[src/rtl/bpu_pkg.sv]
// Shared definitions for the branch prediction unit: direction counter
// encodings and the saturating counter update rule.
package bpu_pkg;

   typedef enum logic [1:0] {
      CTR_SNT = 2'b00,
      CTR_WNT = 2'b01,
      CTR_WT  = 2'b10,
      CTR_ST  = 2'b11
   } ctr_e;

   // Move a 2-bit direction counter one step toward the resolved outcome,
   // holding at the strong states.
   function automatic logic [1:0] sat_update(input logic [1:0] ctr, input logic taken);
      logic [1:0] nxt;
      nxt = ctr;
      if (taken && (ctr != CTR_ST)) begin
         nxt = ctr + 2'd1;
      end else if (!taken && (ctr != CTR_SNT)) begin
         nxt = ctr - 2'd1;
      end
      return nxt;
   endfunction

endpackage

[src/rtl/bpu_table.sv]
// Direct-mapped BTB storage: one combinational fetch read port and one
// read-modify-write training port, with asynchronous active-low reset.
module bpu_table
   import bpu_pkg::*;
#(
   parameter int unsigned PC_W    = 9,
   parameter int unsigned ENTRIES = 16,
   parameter int unsigned IDX_W   = $clog2(ENTRIES),
   parameter int unsigned TAG_W   = PC_W - IDX_W - 2
) (
   input  logic             clk,
   input  logic             rst_n,
   input  logic [IDX_W-1:0] rd_idx,
   output logic             rd_valid,
   output logic [TAG_W-1:0] rd_tag,
   output logic [PC_W-1:0]  rd_target,
   output logic [1:0]       rd_ctr,
   input  logic             upd_en,
   input  logic [IDX_W-1:0] upd_idx,
   input  logic [TAG_W-1:0] upd_tag,
   input  logic             upd_taken,
   input  logic [PC_W-1:0]  upd_target
);

   typedef struct packed {
      logic             valid;
      logic [TAG_W-1:0] tag;
      logic [PC_W-1:0]  target;
      logic [1:0]       ctr;
   } btb_entry_t;

   btb_entry_t entry_q [ENTRIES];
   btb_entry_t entry_d [ENTRIES];
   btb_entry_t upd_cur;
   logic       upd_hit;

   // Fetch lookup reads the registered entry, so a same-cycle write is not bypassed.
   always_comb begin
      rd_valid  = entry_q[rd_idx].valid;
      rd_tag    = entry_q[rd_idx].tag;
      rd_target = entry_q[rd_idx].target;
      rd_ctr    = entry_q[rd_idx].ctr;
   end

   // Training: hits step the counter (and retarget on taken); taken misses allocate.
   always_comb begin
      entry_d = entry_q;
      upd_cur = entry_q[upd_idx];
      upd_hit = upd_cur.valid && (upd_cur.tag == upd_tag);
      if (upd_en) begin
         if (upd_hit) begin
            entry_d[upd_idx].ctr = sat_update(upd_cur.ctr, upd_taken);
            if (upd_taken) begin
               entry_d[upd_idx].target = upd_target;
            end
         end else if (upd_taken) begin
            entry_d[upd_idx].valid  = 1'b1;
            entry_d[upd_idx].tag    = upd_tag;
            entry_d[upd_idx].target = upd_target;
            entry_d[upd_idx].ctr    = CTR_WT;
         end
      end
   end

   // Table state register; reset leaves every entry invalid and weakly not-taken.
   always_ff @(posedge clk or negedge rst_n) begin
      if (!rst_n) begin
         for (int unsigned i = 0; i < ENTRIES; i++) begin
            entry_q[i].valid  <= 1'b0;
            entry_q[i].tag    <= '0;
            entry_q[i].target <= '0;
            entry_q[i].ctr    <= CTR_WNT;
         end
      end else begin
         for (int unsigned i = 0; i < ENTRIES; i++) begin
            entry_q[i] <= entry_d[i];
         end
      end
   end

endmodule

[src/rtl/branch_predict_unit.sv]
// Branch prediction unit: same-cycle BTB prediction for fetch, branch
// resolution and redirect for execute, table training and perf counters.
module branch_predict_unit
   import bpu_pkg::*;
#(
   parameter int unsigned PC_W    = 9,
   parameter int unsigned ENTRIES = 16
) (
   input  logic            clk,
   input  logic            reset_n,
   input  logic [PC_W-1:0] FetchPC,
   output logic            PredTaken,
   output logic [PC_W-1:0] PredTarget,
   input  logic [PC_W-1:0] ExPC,
   input  logic [31:0]     Imm,
   input  logic            Branch,
   input  logic [31:0]     ALUResult,
   input  logic            ExPredTaken,
   input  logic [PC_W-1:0] ExPredTarget,
   output logic [31:0]     PCImm,
   output logic [31:0]     PCFour,
   output logic [31:0]     BrPC,
   output logic            PCSel,
   output logic [31:0]     BranchCount,
   output logic [31:0]     MispredCount
);

   localparam int unsigned IDX_W = $clog2(ENTRIES);
   localparam int unsigned TAG_W = PC_W - IDX_W - 2;

   logic [IDX_W-1:0] fetch_idx;
   logic [TAG_W-1:0] fetch_tag;
   logic [IDX_W-1:0] ex_idx;
   logic [TAG_W-1:0] ex_tag;
   logic             rd_valid;
   logic [TAG_W-1:0] rd_tag;
   logic [PC_W-1:0]  rd_target;
   logic [1:0]       rd_ctr;
   logic [31:0]      ex_pc_ext;
   logic             taken;
   logic             mispredict;
   logic [31:0]      branch_count_d, branch_count_q;
   logic [31:0]      mispred_count_d, mispred_count_q;
   logic             unused_ok;

   assign fetch_idx = FetchPC[IDX_W+1:2];
   assign fetch_tag = FetchPC[PC_W-1:IDX_W+2];
   assign ex_idx    = ExPC[IDX_W+1:2];
   assign ex_tag    = ExPC[PC_W-1:IDX_W+2];
   assign unused_ok = ^{ALUResult[31:1], rd_ctr[0]};

   bpu_table #(
      .PC_W    (PC_W),
      .ENTRIES (ENTRIES),
      .IDX_W   (IDX_W),
      .TAG_W   (TAG_W)
   ) u_table (
      .clk        (clk),
      .rst_n      (reset_n),
      .rd_idx     (fetch_idx),
      .rd_valid   (rd_valid),
      .rd_tag     (rd_tag),
      .rd_target  (rd_target),
      .rd_ctr     (rd_ctr),
      .upd_en     (Branch),
      .upd_idx    (ex_idx),
      .upd_tag    (ex_tag),
      .upd_taken  (taken),
      .upd_target (PCImm[PC_W-1:0])
   );

   // Fetch prediction: taken only on a tag hit with a taken-leaning counter.
   always_comb begin
      PredTaken  = rd_valid && (rd_tag == fetch_tag) && rd_ctr[1];
      PredTarget = PredTaken ? rd_target : FetchPC + PC_W'(4);
   end

   // Resolve: compare the actual outcome against what fetch was told.
   always_comb begin
      ex_pc_ext  = 32'(ExPC);
      PCImm      = ex_pc_ext + Imm;
      PCFour     = ex_pc_ext + 32'd4;
      taken      = ALUResult[0];
      mispredict = (taken != ExPredTaken) ||
                   (taken && (ExPredTarget != PCImm[PC_W-1:0]));
      PCSel      = Branch && mispredict;
      BrPC       = '0;
      if (PCSel) begin
         BrPC = taken ? PCImm : PCFour;
      end
   end

   // Performance counters, saturating at all-ones.
   always_comb begin
      branch_count_d  = branch_count_q;
      mispred_count_d = mispred_count_q;
      if (Branch && (branch_count_q != '1)) begin
         branch_count_d = branch_count_q + 32'd1;
      end
      if (PCSel && (mispred_count_q != '1)) begin
         mispred_count_d = mispred_count_q + 32'd1;
      end
   end

   // Counter state register.
   always_ff @(posedge clk or negedge reset_n) begin
      if (!reset_n) begin
         branch_count_q  <= '0;
         mispred_count_q <= '0;
      end else begin
         branch_count_q  <= branch_count_d;
         mispred_count_q <= mispred_count_d;
      end
   end

   assign BranchCount  = branch_count_q;
   assign MispredCount = mispred_count_q;

endmodule

[config.mk]
export PLATFORM = sky130hd
export DESIGN_NAME = branch_predict_unit
export DESIGN_NICKNAME = d
export VERILOG_FILES = /design/src/rtl/bpu_pkg.sv /design/src/rtl/bpu_table.sv /design/src/rtl/branch_predict_unit.sv
export SDC_FILE = /design/constraint.sdc
export NUM_CORES = 1
export LEC_CHECK = 0
export ABC_CLOCK_PERIOD_IN_PS = 3700
export BUFFER_PORTS_ARGS = -buffer_cell sky130_fd_sc_hd__buf_2
export CELL_PAD_IN_SITES_DETAIL_PLACEMENT = 1
export CELL_PAD_IN_SITES_GLOBAL_PLACEMENT = 1
export CORE_MARGIN = 3
export CORE_UTILIZATION = 45
export DETAILED_ROUTE_END_ITERATION = 8
export GPL_ROUTABILITY_DRIVEN = 0
export PLACE_DENSITY = 0.91
export SETUP_SLACK_MARGIN = 0.15
export SLEW_MARGIN = 40
export SYNTH_ARGS = -nofsm -noshare
export SYNTH_HDL_FRONTEND = slang
export SYNTH_SLANG_ARGS = --single-unit
[constraint.sdc]
create_clock -name clk -period 3.7 [get_ports clk]
set_input_delay 0.37 -clock clk [delete_from_list [all_inputs] [get_ports clk]]
set_output_delay 0.37 -clock clk [all_outputs]
set_load 0.02 [all_outputs]
# Word level (Yosys, flattened, before mapping)
# Index checks and enable logic that the tools add are counted.
# word_totals
ff_bits	304
inputBits	95
# classes
add_sub_neg	7
n_eq_ne	7
magnitude_cmp	3
bitwise	2
mux	30
n_reduce_logical	15
# op_table
op	count
bitwise mux 240 bit	6
two-way mux 240 bit	3
demux 15 bit (select 4 bit)	4
binary-select mux 15 bit (select 4 bit)	2
two-way mux 15 bit	5
adder 32 x 1 -> 32 bit, second input constant	2
two-way mux 32 bit	2
inequality test 32 bit, second input constant	2
adder 9 x 32 -> 32 bit	1
two-way mux 14 bit	1
two-way mux 11 bit	1
adder 9 x 3 -> 10 bit, second input constant	1
greater-or-equal comparator 5 bit, second input constant	2
logical AND 1 bit	10
two-way mux 2 bit	5
NOT 4 -> 5 bit	2
adder 9 x 3 -> 9 bit, second input constant	1
two-way mux 9 bit	1
inequality test 9 bit	1
== test 3 bit	2
< comparator 5 x 1 -> 1 bit, second input constant	1
nonzero test 2 bit	2
adder 2 x 1 -> 2 bit, second input constant	1
inequality test 2 bit, second input constant	1
5 further kinds	5

# Longest topological paths before layout
# Gate-level depths: netlist of run 1.
# logic_depth
ltp_word	14
depth_mapped	15

# Hierarchy
# Synthesis of run 1 repeated with hierarchy kept, for this count alone.
# hier_totals
hier_cells	1384
area_unflattened_um2	17140.2
# by_module_without_submodules
module	cells_per_inst	area_per_inst_um2	n_inst
bpu_table	799	11966.5	1
branch_predict_unit	585	5173.7	1

# Worst setup path before layout of run 1
# OpenSTA, ideal clock, no wires.
# synth_timing
path_kind	input port to output port
from	input ExPC[0]
to	output BrPC[1]
required_time_ps	3330
setup_slack_ps	-45
cell_stages	11
arrival_time_ps	3375
path_buffers	1
cell_sequence	ha_1 -> inv_1 -> fa_1 -> nor2b_1 -> o2111ai_1 -> a32oi_1 -> xnor2_1 -> xnor2_1 -> nor3_2 -> clkbuf_1 -> a2111oi_0
# synth_between
elab_chain_len	6
elab_cells_between_ends	8
# synth_lines
item	line	text
start: declaration	branch_predict_unit.sv:14	input logic [PC_W-1:0] ExPC,
adder 9 x 32 -> 32 bit	branch_predict_unit.sv:81	PCImm = ex_pc_ext + Imm;
inequality test 9 bit	branch_predict_unit.sv:85	(taken && (ExPredTarget != PCImm[PC_W-1:0]));
logical AND 1 bit	branch_predict_unit.sv:85	
logical OR 1 bit	branch_predict_unit.sv:84	mispredict = (taken != ExPredTaken) ||
logical AND 1 bit	branch_predict_unit.sv:86	PCSel = Branch && mispredict;
two-way mux 32 bit *	branch_predict_unit.sv:88	if (PCSel) begin
end: declaration	branch_predict_unit.sv:22	output logic [31:0] BrPC,
# Every way passes the cells marked *; elsewhere a longest branch is shown, timed or not.

# Worst setup path after layout of run 1
# layout_timing
from	register u_table.entry_q[26] (netlist name)
to	output PredTarget[3]
# layout_between
elab_chain_len	7
# layout_lines
item	line	text
start: declaration	bpu_table.sv:32	btb_entry_t entry_q [ENTRIES];
start signal: indexed assignment	bpu_table.sv:76	entry_q[i] <= entry_d[i];
binary-select mux 15 bit (select 4 bit)	bpu_table.sv:40	rd_tag = entry_q[rd_idx].tag;
two-way mux 15 bit (2 in a row)	n/a	
== test 3 bit	branch_predict_unit.sv:74	PredTaken = rd_valid && (rd_tag == fetch_tag) && rd_ctr[1];
logical AND 1 bit (2 in a row)	branch_predict_unit.sv:74	
two-way mux 9 bit	branch_predict_unit.sv:75	PredTarget = PredTaken ? rd_target : FetchPC + PC_W'(4);
end: declaration	branch_predict_unit.sv:13	output logic [PC_W-1:0] PredTarget,
# Every way passes these cells. The select of a mux whose other input is x is not followed.

==> run_results.csv, run 1 <==
group,metric,value,unit
die,start_util,45.8,%
yosys,yosys.area.top_type,"dfrtp_1",
yosys,synth_cells,1504,
cts,cts_buffers,31,
run,max_cap_viol_count,0,
detailed_routing,firstDrtPassIters,6,
final_layout,antenna_cells,0,
worst_setup_path,required,3330,ps
sta,worstMarginPinSlew,843,ps
final_layout,fill_cells,3823,
die,io_pins,266,
sta,finClkSkew,21.6,ps
place,placed_cells,2144,
yosys,netlist-cell-type-count,55,
place,dp_hpwl,39800,um
global_routing,grt_pass1_wl,99100,um
yosys,synthesis.area,0.0163,mm^2
final_layout,final_area,0.0195,mm^2
sta,worst_slack,21.1,ps
worst_setup_path,path_max_fanout,9,
power,ir_worst_vdd,537,uV
power,power_density,555,mW/mm^2
yosys,synthFlopType,"dfrtp_1",
yosys,yosysTopAreaCellShare,44.3,%
yosys,yosysSeqAreaShare,46.9,%
sta,slew_violations,0,
yosys,ys_ff_latch,304,
place,dp_worst_setup_slack,-92.0,ps
outcome,outcome,"finished, final reports clean",
yosys,synthArstFlopShare,100,%
sta,hold_slack,364,ps
worst_setup_path,cp_slowest_cell,"mux4_2",
detailed_routing,antenna_left,0,
detailed_routing,first_iter_violations,1604,
global_routing,antenna_found_initial,1,
sta,rsz0062_at_grt,"yes",
sta,fin_crit_sh,99.4,%
final_layout,syn2layout_area_growth,19.9,%
worst_setup_path,cp-startpoint,"u_table.entry_q[26]$_DFFE_PN0P_",
cts,htreeDepth,1,
cts,clkSinkCount,304,
final_layout,layout.nets,1846,
yosys,synth_edf_count,0,
power,p_leak,9.05,nW
worst_setup_path,crit_path_end_kind,"output port",
worst_hold_path,hold_path_class,"in -> reg",
die,rows,69,
cts,cts_tree,"done",
detailed_routing,wirelength,67900,um
cts,cts_buffer_depth,3,
final_layout,final_layout_size_suffix_gt1_share,32.9,%
worst_setup_path,cpMostUsedCell,"mux4_2",
yosys,yosysWarnings,0,
detailed_routing,vias,14767,
sta,setup-violations-final,0,
final_layout,final_cell_mix,"dfrtp_1, nand2_1, o21ai_0, buf_2, buf_4",
worst_setup_path,cp.arrival,3310,ps
die,design.die.area,0.0385,mm^2
detailed_routing,avgViaCountPerCell,6.66,
yosys,synth.area.top_cells,"dfrtp_1, mux4_2, o21ai_0, nand2_1, mux2_2",
die,core,0.0356,mm^2
detailed_routing,wl_per_cell,30.6,um
sta,fin_crit,3680,ps
worst_hold_path,min-delay-start,"Branch",
yosys,syn_area_per_cell,10.8,um^2
worst_setup_path,r2r-start,"u_table.entry_q[121]$_DFFE_PN0P_",
global_routing,grt_max_degree,86,
final_layout,fin_cells,2217,
detailed_routing,drt_drc_violations_left,0,
global_routing,overflow,0,
cts,root_buffer,"clkbuf_16",
cts,clk_pin_slew,70,ps
sta,timing.fmax,272,MHz
final_layout,multiInputGateArea,0.00826,mm^2
final_layout,final_common_cell,"dfrtp_1",
sta,hold_viol_final,0,
cts,insertion_delay,610,ps
die,die_h,196,um
worst_setup_path,critical_path_class,"reg -> out",
worst_setup_path,crit_chain,"mux4_2 > mux4_2 > xor2_1 > nor4_4 > buf_6 > mux2_2 > buf_4",
sta,finalSetupTns,0,ps
worst_setup_path,startpoint_type,"flip-flop",
place,dpl_cell_area,0.0180,mm^2
global_routing,grt_pass1_vias,15802,
sta,max_slew_margin,43.8,%
global_routing,grtUsageTotal,33.2,%
final_layout,regArea,0.00763,mm^2
place,numPortBuffers,212,
worst_setup_path,cpPeakStageDelay,540,ps
die,die_w,196,um
## cells in the mapped netlist, types with 11 or more instances
library cell	instances
nand4_1	17
nor3_1	26
nand3_1	65
dfrtp_1	288
and3_1	26
buf_4	28
o21ai_0	182
ha_1	19
xor2_1	57
clkbuf_1	70
dfstp_2	16
nor4_1	15
xnor2_1	50
and2_1	11
or2_2	20
mux4_2	90
nor2b_1	25
inv_1	30
nor2_1	59
a21oi_1	19
mux2_2	72
nand2b_1	12
nand2_1	220
## layout make-up
class	instances	share of cell area (%)
multi-input combinational	1073	42.3
timing repair buffer	291	9.52
inverter	30	0.577
clock inverter	11	0.885
sequential	304	39.1
tap	461	2.96
clock buffer	47	4.69
## kinds of logic (layout without fill, tap and decap cells)
family	after synthesis	count (layout)	synth area share [%]
AND/OR/NAND/NOR	517	517	15.2
adder cells (fa/ha/maj)	20	20	1.58
flip-flops	304	304	46.9
XOR/XNOR	112	112	6.46
AO/OA/AOI/OAI	237	237	8.00
buffers and inverters	148	379	4.23
multiplexers	165	165	17.6
other	1	22	0.0230
## state kept, by name, indices dropped and copies added, names as in the netlist
register,cells
MispredCount,32
u_table.entry_q,240
BranchCount,32
## timing repair
item                                   4_1_cts  5_1_grt
gates cloned                                 2        1
gates resized for setup                     28       56
hold buffers                                 1        0
setup endpoints to repair                   34       31
setup buffers                                4        7
endpoints found under the hold margin       67        0
pin swaps                                    1        9
## metal layers
layer  vias up  routed length, um  share of wire, %  track usage [%]
met3       385               6610               9.7             7.11
li1       5731                  -                 -                -
met1      7461              23600                35             40.2
met5         -                 10             0.015                0
met2      1188              33000                49             57.0
met4         2               4580               6.8             15.4
## path summary, 6_finish.rpt
kind	end	slack, ps	cells past startpoint
worst max-delay path	PredTarget[3]	20	7
worst min-delay path	u_table.entry_q[105]$_DFFE_PN1P_	360	3
worst max register to register	u_table.entry_q[121]$_DFFE_PN0P_	210	9
worst min register to register	u_table.entry_q[231]$_DFFE_PN0P_	480	2
max in group asynchronous	BranchCount[31]$_DFFE_PN0P_	2230	3
min in group asynchronous	u_table.entry_q[149]$_DFFE_PN0P_	380	2
## metrics by stage
step                      utilization [%]  power (mW)
after floorplan                         -        5.95
after global placement               50.6        6.65
after detailed placement             50.6        6.96
after CTS                            54.1        10.5
after global routing                 54.9        11.1
final                                54.9        10.8
## worst max-delay path, delay by kind of cell, from the launching register on
kind,cells,cell delay [ps]
XOR/XNOR,1,190
buffers and inverters,2,350
flip-flops,1,480
multiplexers,3,1400
AND/OR/NAND/NOR,1,300
## power breakdown
| group | switching, mW | internal [mW] |
|---|---|---|
| clock network | 1.52 | 1.99 |
| registers | 0.617 | 3.99 |
| logic | 1.59 | 1.12 |
| total | 3.73 | 7.10 |
No activity file was read; power rests on OpenSTA's default activity.
==> run 2, diff against run 1 <==
--- a/config.mk
+++ b/config.mk
@@ -8,9 +8,9 @@
 export ABC_CLOCK_PERIOD_IN_PS = 3700
 export BUFFER_PORTS_ARGS = -buffer_cell sky130_fd_sc_hd__buf_2
 export CELL_PAD_IN_SITES_DETAIL_PLACEMENT = 1
-export CELL_PAD_IN_SITES_GLOBAL_PLACEMENT = 1
+export CELL_PAD_IN_SITES_GLOBAL_PLACEMENT = 2
 export CORE_MARGIN = 3
-export CORE_UTILIZATION = 45
+export CORE_UTILIZATION = 37
 export DETAILED_ROUTE_END_ITERATION = 8
 export GPL_ROUTABILITY_DRIVEN = 0
 export PLACE_DENSITY = 0.91
==> run_results.csv, run 2 (synthesis gave the netlist of run 1 again) <==
group,metric,value,unit
outcome,outcome,"finished, final reports clean",
power,ir_worst_vdd,360,uV
power,net-switching-power,3.31,mW
power,p_leak,9.20,nW
cts,cts_tree,"done",
final_layout,final_common_cell,"dfrtp_1",
worst_setup_path,required,3330,ps
global_routing,grt_pass1_vias,14126,
die,die_h,216,um
sta,hold_viol_final,0,
die,rows,76,
cts,root_buffer,"clkbuf_16",
cts,insertion_delay,530,ps
sta,finClkSkew,22.9,ps
sta,worst_slack,115,ps
final_layout,final_layout_size_suffix_gt1_share,32.5,%
cts,clkSinkCount,304,
sta,setup-violations-final,0,
worst_hold_path,hold_path_class,"in -> async",
global_routing,grt_pass1_wl,81900,um
final_layout,syn2layout_area_growth,22.4,%
die,start_util,37.6,%
final_layout,antenna_cells,0,
final_layout,top_register,"u_table.entry_q",
worst_setup_path,r2r-start,"u_table.entry_q[13]$_DFFE_PN0P_",
worst_setup_path,crit_path_end_kind,"output port",
worst_setup_path,cp.arrival,3210,ps
global_routing,grtUsageTotal,22.0,%
detailed_routing,antenna_left,0,
place,dp_hpwl,36100,um
global_routing,antenna_found_initial,0,
worst_setup_path,reg2reg_to,"u_table.entry_q[121]$_DFFE_PN0P_",
detailed_routing,first_iter_violations,669,
global_routing,grt_max_degree,61,
sta,hold_slack,388,ps
cts,cts_buffer_depth,3,
detailed_routing,wl_per_cell,22.2,um
cts,htreeDepth,2,
worst_setup_path,reg2reg_slack,550,ps
power,clkPwrFrac,35.9,%
power,comb_power_share,23.0,%
worst_setup_path,startpoint_type,"flip-flop",
global_routing,overflow,0,
power,internal_power,7.53,mW
sta,fin_crit_sh,96.9,%
die,design.die.area,0.0465,mm^2
final_layout,layout.nets,1855,
cts,clk_pin_slew,60,ps
worst_setup_path,critical_path_class,"reg -> out",
place,numPortBuffers,212,
sta,fin_crit,3580,ps
final_layout,largest_reg_flops,240,
detailed_routing,wirelength,52200,um
detailed_routing,avgViaCountPerCell,5.51,
worst_setup_path,endpoint,"PredTarget[3]",
die,die_w,216,um
sta,timing.fmax,279,MHz
power,power_density,544,mW/mm^2
power,power.total,10.8,mW
sta,rsz0062_at_grt,"yes",
sta,slew_violations,0,
cts,cts_buffers,35,
worst_setup_path,reg2regPathDepth,8,
run,max_cap_viol_count,0,
final_layout,final_cell_mix,"dfrtp_1, nand2_1, buf_2, o21ai_0, mux4_2",
place,dp_worst_setup_slack,-102,ps
worst_setup_path,cp-startpoint,"u_table.entry_q[13]$_DFFE_PN0P_",
detailed_routing,vias,12956,
power,switching_share,30.5,%
die,core,0.0433,mm^2
sta,worstMarginPinSlew,799,ps
power,pwr-share-seq,41.1,%
die,io_pins,266,
worst_setup_path,path_max_fanout,6,
sta,max_slew_margin,46.7,%
detailed_routing,firstDrtPassIters,5,
detailed_routing,drt_drc_violations_left,0,
## run 2: area by class of cell
type                       count  area (um^2)
fill                        4746        23300
multi-input combinational   1073         8190
sequential                   304         7630
timing repair buffer         296         1960
clock buffer                  48         1000
tap                          585          732
clock inverter                16          300
inverter                      30          113
## run 2: power groups by stage
stage / sequential [mW] / clock (mW) / combinational [mW]
2_1_floorplan: 4.42 / 0 / 1.53
3_3_place_gp: 4.42 / 0 / 2.27
3_5_place_dp: 4.50 / 0 / 2.39
4_1_cts: 4.45 / 3.94 / 2.44
5_1_grt: 4.54 / 4.11 / 2.72
6_report: 4.46 / 3.89 / 2.49
## run 2: how the worst min path moves through the flow
stage,from,end,cells after the start
floorplan,reset_n,BranchCount[0]$_DFFE_PN0P_,0
global placement,u_table.entry_q[24]$_DFFE_PN0P_,u_table.entry_q[24]$_DFFE_PN0P_,2
detailed placement,reset_n,MispredCount[30]$_DFFE_PN0P_,1
CTS,reset_n,u_table.entry_q[55]$_DFFE_PN0P_,2
global route,reset_n,u_table.entry_q[115]$_DFFE_PN0P_,2
finish,reset_n,MispredCount[30]$_DFFE_PN0P_,2
## run 2: critical path, cell delays in order (launching register included)
cell and delay, ps:
dfrtp_1 390, mux4_2 500, mux4_2 570, xor2_2 220, nor4_4 260, buf_4 180
buf_12 130, mux2_4 300, buf_6 140
## run 2: per-layer routing
layer	wire length, um	share of wire (%)	vias to the layer above	GRT usage [%]
met1	22300	43	6759	29.5
met3	2680	5.1	75	3.75
li1	-	-	5753	-
met4	1240	2.4	0	6.06
met5	0	0	-	0
met2	26000	50	369	37.1
## run 2: timing repair
item	4_1_cts	5_1_grt
buffers inserted	4	7
endpoints found under the setup margin	35	39
hold buffers	1	0
cloned	1	4
gates resized for setup	6	39
pin swaps	2	8
endpoints found under the hold margin	35	0
## run 2: through the flow
stage | area, um^2 | setup TNS [ps] | std cells | utilization, %
floorplan | 16400 | -130 | 1525 | -
global placement | 18200 | -60.0 | 2270 | 42.1
detailed placement | 18200 | -396 | 2271 | 42.1
CTS | 19600 | 0 | 2341 | 45.4
global route | 19900 | 0 | 2352 | 46.0
finish | 19900 | 0 | 2352 | 46.0
==> run 3, diff against run 2 <==
--- a/config.mk
+++ b/config.mk
@@ -5,15 +5,15 @@
 export SDC_FILE = /design/constraint.sdc
 export NUM_CORES = 1
 export LEC_CHECK = 0
-export ABC_CLOCK_PERIOD_IN_PS = 3700
+export ABC_CLOCK_PERIOD_IN_PS = 4200
 export BUFFER_PORTS_ARGS = -buffer_cell sky130_fd_sc_hd__buf_2
 export CELL_PAD_IN_SITES_DETAIL_PLACEMENT = 1
 export CELL_PAD_IN_SITES_GLOBAL_PLACEMENT = 2
 export CORE_MARGIN = 3
-export CORE_UTILIZATION = 37
+export CORE_UTILIZATION = 40
 export DETAILED_ROUTE_END_ITERATION = 8
 export GPL_ROUTABILITY_DRIVEN = 0
-export PLACE_DENSITY = 0.91
+export PLACE_DENSITY = 0.95
 export SETUP_SLACK_MARGIN = 0.15
 export SLEW_MARGIN = 40
 export SYNTH_ARGS = -nofsm -noshare
==> constraint.sdc (replaced) <==
create_clock -name clk -period 4.2 [get_ports clk]
set_input_delay 0.42 -clock clk [delete_from_list [all_inputs] [get_ports clk]]
set_output_delay 0.42 -clock clk [all_outputs]
set_load 0.02 [all_outputs]
==> run_results.csv, run 3 (synthesis gave the netlist of run 1 again) <==
group,metric,value,unit
worst_hold_path,hold_path_class,"in -> async",
sta,finalSetupTns,0,ps
cts,root_buffer,"clkbuf_16",
outcome,outcome,"finished, final reports clean",
die,die_w,208,um
global_routing,overflow,0,
global_routing,grt_max_degree,103,
die,die_h,208,um
cts,cts_buffer_depth,3,
final_layout,final_area,0.0191,mm^2
sta,finClkSkew,21.7,ps
place,dpl_cell_area,0.0180,mm^2
global_routing,grt_pass1_vias,14047,
sta,fin_crit,3850,ps
global_routing,antenna_found_initial,1,
cts,clk_pin_slew,60,ps
sta,hold_viol_final,0,
sta,setup-violations-final,0,
final_layout,final_common_cell,"dfrtp_1",
global_routing,grtUsageTotal,23.3,%
detailed_routing,avgViaCountPerCell,5.66,
die,start_util,40.7,%
detailed_routing,wirelength,50700,um
cts,cts_buffers,36,
global_routing,gr-usage-met2,40.3,%
final_layout,final_cell_mix,"dfrtp_1, nand2_1, buf_2, o21ai_0, mux4_2",
run,max_cap_viol_count,0,
final_layout,fill_cells,4429,
worst_setup_path,cp-startpoint,"ExPC[0]",
detailed_routing,antenna_left,0,
cts,cts_tree,"done",
die,rows,73,
worst_setup_path,path_max_fanout,42,
power,p_leak,8.86,nW
die,io_pins,266,
sta,timing.fmax,260,MHz
detailed_routing,firstDrtPassIters,5,
final_layout,largest_reg_flops,240,
global_routing,met1_usage,31.3,%
cts,insertion_delay,520,ps
worst_setup_path,startpoint_type,"input port",
sta,max_slew_margin,46.1,%
sta,rsz0062_at_grt,"no",
cts,clkSinkCount,304,
detailed_routing,vias,12770,
final_layout,layout.nets,1826,
final_layout,top_register,"u_table.entry_q",
power,power_density,469,mW/mm^2
die,core,0.0400,mm^2
global_routing,grt_use_met3,3.94,%
final_layout,final_layout_size_suffix_gt1_share,30.1,%
power,ir_worst_vdd,293,uV
worst_setup_path,r2r-start,"u_table.entry_q[121]$_DFFE_PN0P_",
worst_setup_path,crit_path_end_kind,"output port",
detailed_routing,first_iter_violations,781,
worst_setup_path,cp.arrival,3430,ps
place,dp_hpwl,35600,um
final_layout,syn2layout_area_growth,17.6,%
detailed_routing,wl_per_cell,22.4,um
worst_setup_path,required,3780,ps
global_routing,busiest_layer,"met2",
place,numPortBuffers,212,
sta,slew_violations,0,
worst_setup_path,reg2regPathDepth,11,
detailed_routing,drt_drc_violations_left,0,
sta,worstMarginPinSlew,803,ps
cts,htreeDepth,2,
sta,fin_crit_sh,91.7,%
worst_setup_path,critical_path_class,"in -> out",
die,design.die.area,0.0431,mm^2
global_routing,grt_pass1_wl,81400,um
worst_setup_path,reg2reg_slack,1180,ps
final_layout,antenna_cells,0,
-- run 3: stage by stage --
step           hold WS [ps]  instances  setup WS, ps  utilization (%)  power, mW
6_report                377       2258           350             47.8       8.98
5_1_grt                 393       2258           178             47.8       9.44
2_1_floorplan           124       1525           355                -       5.24
3_3_place_gp            456       2196           291             44.9       5.84
3_5_place_dp            467       2196           147             44.9       6.01
4_1_cts                 428       2257           154             47.7       9.03
-- run 3: area by class of cell --
cell class / count / area (um^2) / area share (%)
Tap cell: 525 / 657 / 3.43
Timing Repair Buffer: 266 / 1540 / 8.04
Clock inverter: 4 / 35.0 / 0.183
Multi-Input combinational cell: 1073 / 8090 / 42.3
Inverter: 30 / 113 / 0.588
Clock buffer: 56 / 1080 / 5.63
Sequential cell: 304 / 7630 / 39.8
-- run 3: worst max-delay path: stages --
cell and delay, ps:
buf_2 100, ha_1 200, inv_1 80, fa_1 440, nor2b_2 190, o22ai_1 140
xnor3_1 210, nor4_2 390, nand3b_1 180, nor3_4 180, buf_12 230, nand3b_1 140
buf_4 260, nor2b_1 90, buf_2 160
-- run 3: worst paths after layout --
path | end
setup / recovery | BrPC[16]
hold / removal | MispredCount[6]$_DFFE_PN0P_
min in group clk | u_table.entry_q[150]$_DFFE_PN1P_
hold reg to reg | u_table.entry_q[64]$_DFFE_PN0P_
setup reg to reg | u_table.entry_q[90]$_DFFE_PN1P_
max in group asynchronous | BranchCount[27]$_DFFE_PN0P_
-- run 3: power breakdown --
part           internal [mW]  leakage [nW]  switching, mW  total (mW)
Combinational          0.925          4.47           1.14        2.06
Sequential              3.51          3.84          0.422        3.94
Clock                   1.76         0.544           1.22        2.98
-- run 3: repair_timing --
action | 4_1_cts | 5_1_grt
setup buffers | 0 | 0
setup endpoints to repair | 0 | 23
gates resized for setup | 0 | 5
hold buffers | 1 | 0
hold endpoints to repair | 42 | 0
-- run 3: layer usage --
layer	routed length, um	vias to the layer above
li1	-	5693
met1	21700	6658
met2	25500	352
met3	2590	65
met4	806	2
met5	19	-
